--- src/rtl/csc_pkg.sv ---
// csc_pkg: register map and arithmetic helpers shared by the colour-space
// converter (identity coefficient, unsigned output saturation).
package csc_pkg;

    localparam logic [3:0] CSC_ADDR_C00   = 4'd0;
    localparam logic [3:0] CSC_ADDR_C22   = 4'd8;
    localparam logic [3:0] CSC_ADDR_BIAS0 = 4'd9;
    localparam logic [3:0] CSC_ADDR_BIAS1 = 4'd10;
    localparam logic [3:0] CSC_ADDR_BIAS2 = 4'd11;
    localparam logic [3:0] CSC_ADDR_MODE  = 4'd12;

    // Fixed-point 1.0 for a coefficient with frac_bits fractional bits.
    function automatic logic [31:0] csc_ident(input int unsigned frac_bits);
        return 32'd1 << frac_bits;
    endfunction

    // Clamp a signed value into [0, 2^dw-1].
    function automatic logic [31:0] csc_sat(
        input logic signed [31:0] v,
        input int unsigned        dw
    );
        logic signed [31:0] mx;
        mx = (32'sd1 <<< dw) - 32'sd1;
        if (v < 0)
            return 32'd0;
        if (v > mx)
            return mx;
        return v;
    endfunction

endpackage

--- src/rtl/csc_mac3.sv ---
// csc_mac3: one output row of the 3x3 matrix. S1 registers three signed
// products; S2 registers the row sum rounded half-up and shifted by FRAC_BITS.
// Ports: clk, rstn, en (stage advance), coef {c2,c1,c0}, x {x2,x1,x0} unsigned,
// sum (signed, rounded row result, valid one cycle after S1).
module csc_mac3 #(
    parameter int DATA_WIDTH = 8,
    parameter int COEF_WIDTH = 12,
    parameter int FRAC_BITS  = 8
) (
    input  logic                                   clk,
    input  logic                                   rstn,
    input  logic                                   en,
    input  logic [3*COEF_WIDTH-1:0]                coef,
    input  logic [3*DATA_WIDTH-1:0]                x,
    output logic signed [COEF_WIDTH+DATA_WIDTH+2:0] sum
);

    localparam int PW = COEF_WIDTH + DATA_WIDTH + 1;
    localparam int AW = PW + 2;
    localparam logic signed [AW-1:0] HALF = AW'(1) << (FRAC_BITS - 1);

    logic signed [PW-1:0] prod [3];
    logic signed [AW-1:0] acc;

    // Pixels are zero-extended so they multiply as non-negative signed values.
    always_ff @(posedge clk or negedge rstn) begin
        if (!rstn) begin
            for (int k = 0; k < 3; k++)
                prod[k] <= '0;
        end else if (en) begin
            for (int k = 0; k < 3; k++)
                prod[k] <= PW'(signed'(coef[k*COEF_WIDTH +: COEF_WIDTH]))
                         * PW'(signed'({1'b0, x[k*DATA_WIDTH +: DATA_WIDTH]}));
        end
    end

    always_comb
        acc = AW'(prod[0]) + AW'(prod[1]) + AW'(prod[2]) + HALF;

    always_ff @(posedge clk or negedge rstn) begin
        if (!rstn)
            sum <= '0;
        else if (en)
            sum <= acc >>> FRAC_BITS;
    end

endmodule

--- src/rtl/csc_stream_pipe.sv ---
// csc_stream_pipe: 3-stage colour-space converter with valid/ready stream,
// SOF/EOL sideband and double-buffered coefficient/bias/bypass banks.
// Ports: clk, rstn; cfg write (i_cfg_we/addr/wdata), i_cfg_commit,
// o_cfg_pending; input stream i_valid/o_ready/i_sof/i_eol/i_data;
// output stream o_valid/i_ready/o_sof/o_eol/o_data.
module csc_stream_pipe
    import csc_pkg::*;
#(
    parameter int DATA_WIDTH = 8,
    parameter int COEF_WIDTH = 12,
    parameter int FRAC_BITS  = 8
) (
    input  logic                    clk,
    input  logic                    rstn,
    input  logic                    i_cfg_we,
    input  logic [3:0]              i_cfg_addr,
    input  logic [COEF_WIDTH-1:0]   i_cfg_wdata,
    input  logic                    i_cfg_commit,
    output logic                    o_cfg_pending,
    input  logic                    i_valid,
    output logic                    o_ready,
    input  logic                    i_sof,
    input  logic                    i_eol,
    input  logic [3*DATA_WIDTH-1:0] i_data,
    output logic                    o_valid,
    input  logic                    i_ready,
    output logic                    o_sof,
    output logic                    o_eol,
    output logic [3*DATA_WIDTH-1:0] o_data
);

    localparam int DW = DATA_WIDTH;
    localparam int CW = COEF_WIDTH;
    localparam int AW = CW + DW + 3;
    localparam logic [CW-1:0] IDENT = CW'(csc_ident(FRAC_BITS));

    logic [8:0][CW-1:0] sh_coef, sh_coef_nxt, act_coef, eff_coef;
    logic [2:0][CW-1:0] sh_bias, sh_bias_nxt, act_bias, eff_bias;
    logic               sh_byp, sh_byp_nxt, act_byp, eff_byp;
    logic               pending, pend_eff, apply;
    logic               en, accept, idle;

    logic               v1, v2, sof1, sof2, eol1, eol2, byp1, byp2;
    logic [2:0][DW-1:0] x1, x2, y;
    logic [2:0][CW-1:0] bias1, bias2;
    logic signed [AW-1:0] r [3];
    logic signed [31:0]   t [3];

    assign en      = i_ready | ~o_valid;
    assign o_ready = en;
    assign accept  = i_valid & en;
    assign idle    = ~(v1 | v2 | o_valid | accept);

    // Shadow bank as it will be after this cycle's write.
    always_comb begin
        sh_coef_nxt = sh_coef;
        sh_bias_nxt = sh_bias;
        sh_byp_nxt  = sh_byp;
        if (i_cfg_we) begin
            case (i_cfg_addr)
                CSC_ADDR_BIAS0: sh_bias_nxt[0] = i_cfg_wdata;
                CSC_ADDR_BIAS1: sh_bias_nxt[1] = i_cfg_wdata;
                CSC_ADDR_BIAS2: sh_bias_nxt[2] = i_cfg_wdata;
                CSC_ADDR_MODE:  sh_byp_nxt     = i_cfg_wdata[0];
                default:
                    if (i_cfg_addr <= CSC_ADDR_C22)
                        sh_coef_nxt[i_cfg_addr - CSC_ADDR_C00] = i_cfg_wdata;
            endcase
        end
    end

    // The applying SOF beat must already see the new bank, so S1 reads
    // the shadow view combinationally in the apply cycle.
    assign pend_eff = pending | i_cfg_commit;
    assign apply    = pend_eff & ((accept & i_sof) | idle);
    assign eff_coef = apply ? sh_coef_nxt : act_coef;
    assign eff_bias = apply ? sh_bias_nxt : act_bias;
    assign eff_byp  = apply ? sh_byp_nxt  : act_byp;
    assign o_cfg_pending = pending;

    always_ff @(posedge clk or negedge rstn) begin
        if (!rstn) begin
            for (int i = 0; i < 9; i++) begin
                sh_coef[i]  <= (i % 4 == 0) ? IDENT : '0;
                act_coef[i] <= (i % 4 == 0) ? IDENT : '0;
            end
            sh_bias  <= '0;
            act_bias <= '0;
            sh_byp   <= 1'b0;
            act_byp  <= 1'b0;
            pending  <= 1'b0;
        end else begin
            sh_coef <= sh_coef_nxt;
            sh_bias <= sh_bias_nxt;
            sh_byp  <= sh_byp_nxt;
            if (apply) begin
                act_coef <= sh_coef_nxt;
                act_bias <= sh_bias_nxt;
                act_byp  <= sh_byp_nxt;
            end
            pending <= pend_eff & ~apply;
        end
    end

    for (genvar c = 0; c < 3; c++) begin : g_row
        csc_mac3 #(
            .DATA_WIDTH (DW),
            .COEF_WIDTH (CW),
            .FRAC_BITS  (FRAC_BITS)
        ) u_mac (
            .clk  (clk),
            .rstn (rstn),
            .en   (en),
            .coef (eff_coef[c*3 +: 3]),
            .x    (i_data),
            .sum  (r[c])
        );
    end

    always_comb begin
        for (int c = 0; c < 3; c++) begin
            t[c] = 32'(r[c]) + 32'(signed'(bias2[c]));
            y[c] = byp2 ? x2[c] : DW'(csc_sat(t[c], DW));
        end
    end

    // Bias and bypass ride along with each beat so in-flight beats keep
    // the bank they entered with.
    always_ff @(posedge clk or negedge rstn) begin
        if (!rstn) begin
            v1      <= 1'b0;
            v2      <= 1'b0;
            sof1    <= 1'b0;
            sof2    <= 1'b0;
            eol1    <= 1'b0;
            eol2    <= 1'b0;
            byp1    <= 1'b0;
            byp2    <= 1'b0;
            x1      <= '0;
            x2      <= '0;
            bias1   <= '0;
            bias2   <= '0;
            o_valid <= 1'b0;
            o_sof   <= 1'b0;
            o_eol   <= 1'b0;
            o_data  <= '0;
        end else if (en) begin
            v1      <= i_valid;
            sof1    <= i_valid & i_sof;
            eol1    <= i_valid & i_eol;
            x1      <= i_data;
            bias1   <= eff_bias;
            byp1    <= eff_byp;
            v2      <= v1;
            sof2    <= sof1;
            eol2    <= eol1;
            x2      <= x1;
            bias2   <= bias1;
            byp2    <= byp1;
            o_valid <= v2;
            o_sof   <= sof2;
            o_eol   <= eol2;
            o_data  <= y;
        end
    end

endmodule

--- config.mk ---
export PLATFORM = sky130hd
export DESIGN_NAME = csc_stream_pipe
export DESIGN_NICKNAME = d
export VERILOG_FILES = /design/src/rtl/csc_pkg.sv /design/src/rtl/csc_mac3.sv /design/src/rtl/csc_stream_pipe.sv
export SDC_FILE = /design/constraint.sdc
export NUM_CORES = 2
export LEC_CHECK = 0
export CORE_MARGIN = 1.5
export CORE_UTILIZATION = 45
export DETAILED_ROUTE_END_ITERATION = 6
export HOLD_SLACK_MARGIN = 0.02
export PLACE_DENSITY_LB_ADDON = 0.3
export SLEW_MARGIN = 20
export SYNTH_ARGS = -nofsm -noshare
export SYNTH_HDL_FRONTEND = slang
export SYNTH_SLANG_ARGS = --single-unit
--- constraint.sdc ---
create_clock -name clk -period 12.4 [get_ports clk]
set_input_delay 1.24 -clock clk [delete_from_list [all_inputs] [get_ports clk]]
set_output_delay 1.24 -clock clk [all_outputs]
set_load 0.05 [all_outputs]
==> qor.txt <==
Worst Hold Depth - 2
Mapped Nets - 8,052
Filler Cells Inserted - 13.1k
Iter 0 DRT Violations - 2,725
CP arrival - 8.11 ns
Status - complete, no violations
Layout Skew - 0.0440 ns
Post-CTS Hold Buffers - 0
Placed insts - 8,474
Number of library cell types mapped by synthesis - 83
Worst r2r path cells - 24
CP Class - input pin to flop
Height of the die - 378 um
Ys flop type - dfrtp_1
PnR worst setup slack - 4.87 ns
Post-Synthesis Cells - 6,696
Critical R2R Capture - g_row[2].u_mac.prod[62]
CP endpoint kind - flop
Die Footprint - 0.143 mm^2
Internal reg-to-reg setup slack - 5.68 ns
Area Growth Syn to Fin - 8.34%
Post-synthesis sequential area ratio - 0.269
Gr ovfl total - 0
Initial Util - 0.454
Post-DP HPWL - 113,000 um
Drt first pass iters - 5
CTS buffer count - 78
Placeable Area - 0.140 mm^2
Proportion of layout cells with a drive suffix above 1 - 0.0671
R2r startpoint - v2
Antenna Nets Post-Route - 0
Port Buffers - 76
Total number of vias - 44.2k
Setup TNS - 0 ns
Pre-CTS WS - 4.21 ns
Hold Crit Endpoint - x2[17]
Final cell count without fillers - 8,619
Number of synthesized flops with an enable pin - 0
Tcrit/Tclk final - 0.607
Worst hold path type - flop to flop
RSZ-0062 raised after global routing - no
Largest net degree at the start of global routing - 182
Fin. Hold Viols - 0
Asr flop ratio synth - 1.00
I/O Pins - 77
Vias in the first global route - 46.1k
Post-layout util - 0.492
Finish-stage setup viols - 0
Slew @ Worst Pin - 1.03 ns
# rows - 137
Slew Limit Fails - 0
Worst EP required - 12.98 ns
Fmax - 0.133 GHz
Max_cap viols - 0
Antenna violations before repair - 7
Max clock buf depth - 3
Root Driver - clkbuf_16
Yosys warnings - 0
Post-cts sizing count - 0
GR Util All Layers - 0.222
Post-CTS Setup Bufs - 0
Vias/cell - 5.13
Crit path max fanout - 12
Max_slew headroom - 0.315
Skew-Pair Late Insertion Delay - 0.69 ns
Sink Count - 680
Reg clk slew, reported paths - 0.06 ns
Min Tclk post-route - 7.53 ns
DRC Markers - 0
Worst path max stage delay - 0.71 ns
CP most frequent cell - fa_1
CTS tree - built
H-Tree Depth - 3
Fin nets - 8,034
Synthesized area - 0.0634 mm^2
CP max-delay cell - nand2_1
Seq cells post-synth - 680
Avg Cell Area, Syn - 9.46 um^2
Final WL - 152,000 um
HP Start - x2[17]
Die W - 378 um
Placer Congestion - 0.880
First-pass GRT wire length - 251,000 um
Drt wl/cell - 17.7 um
CP startpoint kind - input pin
Crit-path cells - clkdlybuf4s50_1 > nor3b_1 > nand2_1 > mux2i_1 > nor2_1 > a21oi_1 > nor2b_1 > fa_1 > fa_1 > inv_1 > fa_1 > fa_1 > inv_1 > ha_1 > inv_1 > o21bai_1 > a2111oi_2 > nor3_1 > o31ai_2 > a2111oi_0 > o21a_1 > o31ai_1
metrics by stage:
step	hold slack, ns	instance area [um^2]
finish	0.462	68600
global route	0.476	68600
CTS	0.462	68600
detailed placement	0.450	66000
global placement	0.446	66000
floorplan	0.431	63400
placed cells by master, fill, tap and decap left out, drive strengths merged, types with 66 or more instances in the layout:
master	instances
and2	306
mux2i	66
ha	543
nand2	1056
nor2	262
nor2b	126
fa	765
dfrtp	674
a21oi	298
mux2	204
xnor2	138
clkbuf	105
o21ai	149
xor2	76
inv	1280
buf	66
metal layers:
layer	global-route usage	share of wire	vias to the layer above
met4	0.0562	0.022	2
li1	-	-	20806
met5	0	0.000046	-
met1	0.310	0.46	22368
met3	0.0235	0.048	188
met2	0.370	0.47	873
critical path: cells and delay by family:
family,cells,cell delay [ns]
adders and majority gates,5,2.16
AOI/OAI and AO/OA,7,2.05
and+or+nand+nor,5,1.50
buffers and inverters,4,0.69
muxes,1,0.42
synthesized netlist by cell type, types with 22 or more instances:
library cell,n,area share
o21a_1,34,0.0040
dfrtp_1,674,0.27
or3_1,26,0.0026
a211oi_1,22,0.0026
and3_1,28,0.0028
ha_1,543,0.11
nand3_1,29,0.0023
clkbuf_1,188,0.011
nand2_1,1056,0.063
nor3_1,58,0.0046
a21oi_1,294,0.023
xor2_1,76,0.011
nor2_1,262,0.016
inv_1,1275,0.076
and2_1,305,0.030
a21o_1,64,0.0076
xnor2_1,137,0.019
a31oi_1,25,0.0025
fa_1,765,0.24
o21ai_0,128,0.010
o21bai_1,30,0.0036
buf_1,30,0.0018
mux2_2,203,0.036
o211ai_1,25,0.0030
mux2i_1,66,0.010
nor2b_1,126,0.012
cell type report:
| cell class | instances | area (um^2) | share of cell area |
|---|---|---|---|
| tap | 1876 | 2350 | 0.0342 |
| antenna | 3 | 7.51 | 0.000109 |
| clock inverter | 37 | 439 | 0.00640 |
| clock buffer | 105 | 2160 | 0.0315 |
| multi-input combinational | 4512 | 40700 | 0.593 |
| timing repair buffer | 130 | 1180 | 0.0172 |
| inverter | 1276 | 4800 | 0.0699 |
| sequential | 680 | 17000 | 0.248 |
sequential cells by signal (all words and copies together), names as in the netlist, 36 cells and up:
signal,count
g_row.u_mac.prod,189
sh_bias,36
act_bias,36
g_row.u_mac.sum,45
bias2,36
act_coef,108
sh_coef,108
bias1,36
worst max path at each step:
stage                              from                       to  cells after the start
final                          i_cfg_we  g_row[0].u_mac.prod[61]                     22
after global routing           i_cfg_we  g_row[0].u_mac.prod[40]                     22
after CTS                      i_cfg_we  g_row[0].u_mac.prod[40]                     22
after detailed placement       i_cfg_we  g_row[0].u_mac.prod[40]                     22
after global placement    i_cfg_addr[3]  g_row[1].u_mac.prod[62]                     23
after floorplan                   i_sof  g_row[1].u_mac.prod[62]                     26
logic make-up after synthesis:
family	after synthesis	share of synthesized area
and+or+nand+nor	1951	0.139
buffers and inverters	1504	0.0896
adders and majority gates	1308	0.349
AOI/OAI and AO/OA	769	0.0769
DFF	680	0.269
muxes	270	0.0467
xor gates and xnor gates	214	0.0297
Power is left out: the tool's default activity adds up to more than one toggle a clock period on the data nets, which glitch-free logic cannot reach.
